[src/rtl/decode_stage.sv]
// Decode/operand stage feeding the ALU: register file with write-through bypass,
// RV32I field extraction, operand mux and a valid/ready ID/EX pipeline register.
module decode_stage #(
    parameter int DATA_W     = 32,
    parameter int REG_ADDR_W = 5
) (
    input  logic                  clk_in,
    input  logic                  rst_in,
    input  logic                  instr_valid_in,
    input  logic [31:0]           instr_in,
    output logic                  instr_ready_out,
    input  logic                  wb_en_in,
    input  logic [REG_ADDR_W-1:0] wb_rd_in,
    input  logic [DATA_W-1:0]     wb_data_in,
    input  logic                  ex_ready_in,
    output logic                  ex_valid_out,
    output logic [6:0]            opcode_out,
    output logic [2:0]            funct3_out,
    output logic [6:0]            funct7_out,
    output logic [DATA_W-1:0]     rs1_value_out,
    output logic [DATA_W-1:0]     mux_result_out,
    output logic [REG_ADDR_W-1:0] rd_out,
    output logic                  illegal_out
);

    localparam int         NUM_REGS = 2 ** REG_ADDR_W;
    localparam logic [6:0] OP_R     = 7'b0110011;
    localparam logic [6:0] OP_I     = 7'b0010011;

    logic [DATA_W-1:0]     regs_q [NUM_REGS];
    logic [REG_ADDR_W-1:0] rs1_idx, rs2_idx;
    logic [DATA_W-1:0]     rs1_val, rs2_val;
    logic                  wb_active;
    logic                  accept;

    logic                  valid_q, valid_d;
    logic [6:0]            opcode_q, funct7_q;
    logic [2:0]            funct3_q;
    logic [DATA_W-1:0]     rs1_value_q, mux_result_q, mux_result_d;
    logic [REG_ADDR_W-1:0] rd_q;
    logic                  illegal_q, illegal_d;

    assign rs1_idx   = instr_in[15 +: REG_ADDR_W];
    assign rs2_idx   = instr_in[20 +: REG_ADDR_W];
    assign wb_active = wb_en_in && (wb_rd_in != '0);

    // NOTE: the register array is cleared on reset because x1..x31 must read 0
    // afterwards; a memory without reset would map to cheaper RAM but hold stale data.
    always_ff @(posedge clk_in or posedge rst_in) begin
        if (rst_in) begin
            for (int i = 0; i < NUM_REGS; i++) regs_q[i] <= '0;
        end else if (wb_active) begin
            // NOTE: non-blocking assignment for every sequential update, so all
            // flops sample pre-edge values regardless of statement order.
            regs_q[wb_rd_in] <= wb_data_in;
        end
    end

    // x0 is hardwired to zero; a same-cycle writeback wins over the stored value.
    always_comb begin
        // NOTE: defaults first so no path leaves a variable unassigned (no latch).
        rs1_val = '0;
        rs2_val = '0;
        if (rs1_idx != '0)
            rs1_val = (wb_active && wb_rd_in == rs1_idx) ? wb_data_in : regs_q[rs1_idx];
        if (rs2_idx != '0)
            rs2_val = (wb_active && wb_rd_in == rs2_idx) ? wb_data_in : regs_q[rs2_idx];
    end

    always_comb begin
        mux_result_d = '0;
        illegal_d    = 1'b1;
        case (instr_in[6:0])
            OP_R: begin
                mux_result_d = rs2_val;
                illegal_d    = 1'b0;
            end
            OP_I: begin
                mux_result_d = {{(DATA_W-12){instr_in[31]}}, instr_in[31:20]};
                illegal_d    = 1'b0;
            end
            default: ;
        endcase
    end

    assign instr_ready_out = !valid_q || ex_ready_in;
    assign accept          = instr_valid_in && instr_ready_out;

    always_comb begin
        valid_d = valid_q;
        if (accept)
            valid_d = 1'b1;
        else if (ex_ready_in)
            valid_d = 1'b0;
    end

    // Payload loads only on accept, so a stall or idle cycle keeps it frozen.
    always_ff @(posedge clk_in or posedge rst_in) begin
        if (rst_in) begin
            valid_q      <= 1'b0;
            opcode_q     <= '0;
            funct3_q     <= '0;
            funct7_q     <= '0;
            rs1_value_q  <= '0;
            mux_result_q <= '0;
            rd_q         <= '0;
            illegal_q    <= 1'b0;
        end else begin
            valid_q <= valid_d;
            if (accept) begin
                opcode_q     <= instr_in[6:0];
                funct3_q     <= instr_in[14:12];
                funct7_q     <= instr_in[31:25];
                rs1_value_q  <= rs1_val;
                mux_result_q <= mux_result_d;
                rd_q         <= instr_in[7 +: REG_ADDR_W];
                illegal_q    <= illegal_d;
            end
        end
    end

    assign ex_valid_out   = valid_q;
    assign opcode_out     = opcode_q;
    assign funct3_out     = funct3_q;
    assign funct7_out     = funct7_q;
    assign rs1_value_out  = rs1_value_q;
    assign mux_result_out = mux_result_q;
    assign rd_out         = rd_q;
    assign illegal_out    = illegal_q;

endmodule

[config.mk]
export PLATFORM = sky130hd
export DESIGN_NAME = decode_stage
export DESIGN_NICKNAME = d
export VERILOG_FILES = /design/src/rtl/decode_stage.sv
export SDC_FILE = /design/constraint.sdc
export NUM_CORES = 2
export LEC_CHECK = 0
export BUFFER_PORTS_ARGS = -buffer_cell sky130_fd_sc_hd__buf_4
export CORE_MARGIN = 5
export CORE_UTILIZATION = 45
export DETAILED_ROUTE_END_ITERATION = 6
export PLACE_DENSITY = 0.73
export SETUP_SLACK_MARGIN = 0.3
export SLEW_MARGIN = 40
export SYNTH_ARGS = -nofsm -noshare
export SYNTH_HDL_FRONTEND = slang
export SYNTH_SLANG_ARGS = --single-unit
[constraint.sdc]
create_clock -name clk_in -period 36.9 [get_ports clk_in]
set_clock_uncertainty 0.1 [all_clocks]
set_input_delay 1.845 -clock clk_in [delete_from_list [all_inputs] [get_ports clk_in]]
set_output_delay 1.845 -clock clk_in [all_outputs]
set_load 0.02 [all_outputs]
======== After elaboration in Yosys (flattened, before gate mapping) ========
Cells that the tools add are included.
cells by class
  magnitude comparators ................... 4
  multiplexer cells ....................... 17
  reductions and logical operators ........ 12
  bitwise logic cells ..................... 3
  equal/unequal tests ..................... 4
operators with widths
  operator                                                                       number
  1024-bit bitwise mux                                                           1
  32-bit binary-select mux with 5-bit select                                     2
  32-bit 2-to-1 mux                                                              9
  32-bit demux with 5-bit select                                                 1
  32-bit case mux with 2 select lines                                            1
  6-bit greater-or-equal comparator (second input constant)                      3
  5-bit NOT with 6-bit output                                                    3
  5-bit nonzero test                                                             3
  5-bit == test                                                                  2
  7-bit by 5-bit == test with 1-bit output (second input constant)               1
  7-bit by 6-bit == test with 1-bit output (second input constant)               1
  6-bit by 1-bit less-than comparator with 1-bit output (second input constant)  1
  1-bit logical AND                                                              5
  1-bit 2-to-1 mux                                                               3
  2-bit nonzero test                                                             1
  2-bit OR reduction                                                             1
  1-bit zero test                                                                1
  1-bit logical OR                                                               1
word-level totals
  bits of input ports ..................... 74
  output and inout port bits .............. 89
  logic and storage cells ................. 80
  flip-flop bits (word level) ............. 1,112

======== Depth between registers and ports, before layout ========
  depth after elaboration ................. 7
  depth in mapped cells ................... 10
  depth with buffers taken out ............ 5

======== Worst setup path before layout ========
No wires, ideal clock.
  path type ............................... input -> output
  start point ............................. in ex_ready_in
  end point ............................... out instr_ready_out
  stages .................................. 1
  arrival time ............................ 2.150 ns
  buffers on the path ..................... 0
  slack ................................... 32.805 ns
  path through ............................ nand2b_1
on the way
  cells in the longest elaborated chain, start to end .. 1
ends and longest elaborated chain
  element           line  RTL
  from (decl)       15    input logic ex_ready_in,
  1-bit logical OR  86    assign instr_ready_out = !valid_q || ex_ready_in;
  to (decl)         11    output logic instr_ready_out,
Every way passes these cells.

======== Final worst setup path ========
  start point ............................. in instr_in[20]
  end point ............................... reg mux_result_q[15] (netlist: mux_result_out[15])
on the way
  cells in the longest elaborated chain, start to end .. 7
  elaborated cells on any way between the ends .. 10
  classes of those cells .................. eq/ne: 1; mux: 6; bitwise: 1; reduce/logical: 2
ends and longest elaborated chain
  element                                                line  RTL
  from (decl)                                            10    input logic [31:0] instr_in,
  5-bit NOT with 6-bit output (not written as such)      67    rs2_val = (wb_active && wb_rd_in == rs2_idx) ? wb_data_in : regs_q[rs2_idx];
  32-bit binary-select mux with 5-bit select             67
  32-bit 2-to-1 mux (not written as such) (2 in series)  67
  32-bit 2-to-1 mux                                      67
  32-bit 2-to-1 mux *                                    66    if (rs2_idx != '0)
  32-bit case mux with 2 select lines *                  73    case (instr_in[6:0])
  to (signal assigned)                                   115   mux_result_q <= mux_result_d;
  to (decl)                                              39    logic [DATA_W-1:0] rs1_value_q, mux_result_q, mux_result_d;
Every way passes the cells marked *; elsewhere a longest branch is shown, timed or not. The select of a mux whose other input is x is not followed.
A chain may end at the register's enable or synchronous reset.

==> results by group <==
Die
  – I/O pin total: 163
  – Die ar.: 136000 sq um
  – Starting density of the core: 0.454
  – FP Rows: 131
  – Die H: 369 um
  – Die W: 369 um
  – Core area: 128000 sq um

Outcome
  – Status: finished, final reports clean

Worst setup path
  – Endpoint type of the worst setup path: flop
  – Instance count on the critical path: 9
  – Top Family by Delay on Critical Path: buffers and inverters
  – Critical Path Start Type: input pin
  – Reg2Reg Setup Slack: 33790 ps
  – Critical path buffer and inverter count: 4
  – WP data arrival: 5630 ps
  – CP peak stage delay: 610 ps
  – Worst Path Max Fanout: 59
  – RR Startpoint: ex_valid_out$_DFFE_PP0P_
  – R2R cell count: 6
  – Setup crit end: mux_result_out[15]$_DFFE_PP0P_
  – Required @ worst endpoint: 37390 ps
  – Most frequent CP cell: buf_6
  – Critical path origin: instr_in[20]
  – Critical path class: in -> reg
  – Reg2reg end: rs1_value_out[0]$_DFFE_PP0P_
  – Crit path cell chain: buf_8 > buf_6 > buf_6 > buf_6 > mux4_2 > a22oi_1 > nand2_1 > nor4_1 > nor4_1
  – Crit-path slowest cell: buf_6

Placed design
  – Detail Placement HPWL: 109000 um
  – DP Cell Count: 5430
  – Port Buf Inserts: 162
  – DP Worst Slack: 30620 ps
  – Routability Congestion: 0.828

Synthesis
  – Syn nets: 4013
  – Yosys reg bits: 1112
  – EDFF count, synth: 0
  – Share of the synthesized area in the top cell type: 0.479
  – Dominant cells by area after synthesis: dfrtp_1, mux2_2, mux4_2
  – Ys async rst share: 1.00
  – Most common cell in the synthesized netlist: mux2_2
  – Synthesized area: 58100 sq um
  – Primary FF master, synth: dfrtp_1
  – Synth Instances: 3939
  – Commonest cells in the netlist: mux2_2, dfrtp_1, mux4_2
  – Post-synthesis area per instance: 14.7 sq um
  – Sequential share of the synthesized area: 0.479
  – Yosys warns: 0
  – Synth cell types: 63
  – Synth area leader: dfrtp_1

CTS
  – CTS tree: done
  – CTS root buf: clkbuf_16
  – Worst-skew pair later-pin latency: 710 ps
  – Clock buffer count from CTS: 114
  – Post-CTS setup buffer count: 0
  – Depth of the CTS H-tree: 3
  – # hold bufs at CTS: 0
  – CTS resizes: 0
  – Clock slew at reported path FFs: 70 ps
  – Max clock buf depth: 3
  – CTS Sinks: 1112

Timing
  – Unrepaired setup endpoints after global routing: false
  – Final setup fails: 0
  – Fmax: 0.195 GHz
  – Setup WS post-layout: 31760 ps
  – Period utilisation layout: 0.139
  – Tmin final: 5140 ps
  – TNS Setup: 0 ps
  – Fin. Hold Viols: 0
  – Worst Tran Pin Value: 940 ps
  – Slew Limit Fails: 0
  – Worst rel slew slack: 0.372

GRT
  – Largest net degree at the start of global routing: 127
  – Total GRT Usage: 0.267
  – Grt total ovfl: 0
  – Initial antenna violation count: 14
  – Vias in the first global route: 39142
  – First-pass GRT wire length: 272000 um

Final layout
  – P&R area growth vs syn: 11.4%
  – Non-filler cells, final: 5649
  – Layout cells sized above 1: 0.532
  – Final nets: 3961
  – Fillers: 10522

Route
  – DR vias: 38436
  – ANT nets after route: 0
  – Drt wl/cell: 32.4 um
  – Remaining DRCs: 0
  – Initial drt markers: 4628
  – Routed wire length: 183000 um
  – Via density: 6.80
  – First-pass iteration count of the detailed router: 6

Hold path
  – Min-Delay Path Class: reg -> reg

Power
  – Pwr Density: 54.3 nW/um^2
  – VDD IR-drop max: 0.0397 mV
  – Static Leakage: 28.0 nW

Run
  – Max-cap violation count: 0
[cell usage in the layout (no fill, tap or decap), types with 32 or more instances in the layout]
master / count
nand2_1: 132
clkbuf_16: 117
dfrtp_1: 1112
nor2_1: 32
o21ai_0: 36
clkbuf_1: 33
a22oi_1: 68
mux2i_1: 53
nand3_1: 74
mux4_2: 484
mux2_2: 1123
o22ai_1: 80
buf_4: 232
nor3_1: 45
a32oi_1: 34
[sequential cells by signal, indices dropped and copies added, names as in the netlist]
name	flops
rs1_value_out	32
mux_result_out	32
funct3_out	3
regs_q	1024
funct7_out	7
illegal_out	1
rd_out	5
ex_valid_out	1
opcode_out	7
[metal layers]
metal  vias to the layer above  track usage  share of wire
li1                      15112            -              -
met1                     20558        0.363           0.39
met2                      2272        0.402           0.45
met3                       486       0.0852           0.11
met4                         8       0.0999          0.042
met5                         -            0        0.00023
[final cells by class]
cell class                 instances  area, sq um  area share
antenna                            7         17.5    0.000271
clock buffer                     180         3460      0.0535
clock inverter                    29          292     0.00451
inverter                           4         22.5    0.000348
multi-input combinational       2378        28500       0.441
sequential                      1112        27800       0.430
tap                             1662         2080      0.0321
timing repair buffer             277         2460      0.0380
[per-stage QoR]
step                hold WS (ps)  instance area [sq um]   util  total power [mW]
CTS                          298                  64600  0.505              3.51
global route                 310                  64700  0.506              3.64
detailed placement           282                  60800  0.476              2.35
floorplan                    341                  58100      -              2.13
finish                       295                  64700  0.506              3.51
global placement             278                  60400  0.473              2.31
[power breakdown]
group | switching, mW | internal (mW) | total (mW)
registers | 0.183 | 1.45 | 1.63
logic | 0.290 | 0.421 | 0.712
clock network | 0.497 | 0.675 | 1.17
[how the worst min path moves through the flow]
stage | startpoint | endpoint | cells after the start
floorplan | regs_q[1000]$_DFFE_PP0P_ | regs_q[1000]$_DFFE_PP0P_ | 1
global placement | regs_q[997]$_DFFE_PP0P_ | regs_q[997]$_DFFE_PP0P_ | 0
detailed placement | regs_q[1013]$_DFFE_PP0P_ | regs_q[1013]$_DFFE_PP0P_ | 0
CTS | regs_q[1011]$_DFFE_PP0P_ | regs_q[1011]$_DFFE_PP0P_ | 0
global route | regs_q[1015]$_DFFE_PP0P_ | regs_q[1015]$_DFFE_PP0P_ | 0
finish | regs_q[1012]$_DFFE_PP0P_ | regs_q[1012]$_DFFE_PP0P_ | 0
[cells by family (layout without fill, tap and decap cells)]
logic type             Yosys count  in the layout  share of synthesized area
other                            0              7                          0
buffers and inverters          449            490                     0.0340
flip-flops                    1112           1112                      0.479
multiplexers                  1661           1661                      0.415
AND/OR/NAND/NOR                410            410                     0.0348
AO/OA/AOI/OAI                  297            297                     0.0360
XOR/XNOR                        10             10                    0.00151
No activity file was read; power rests on OpenSTA's default activity.
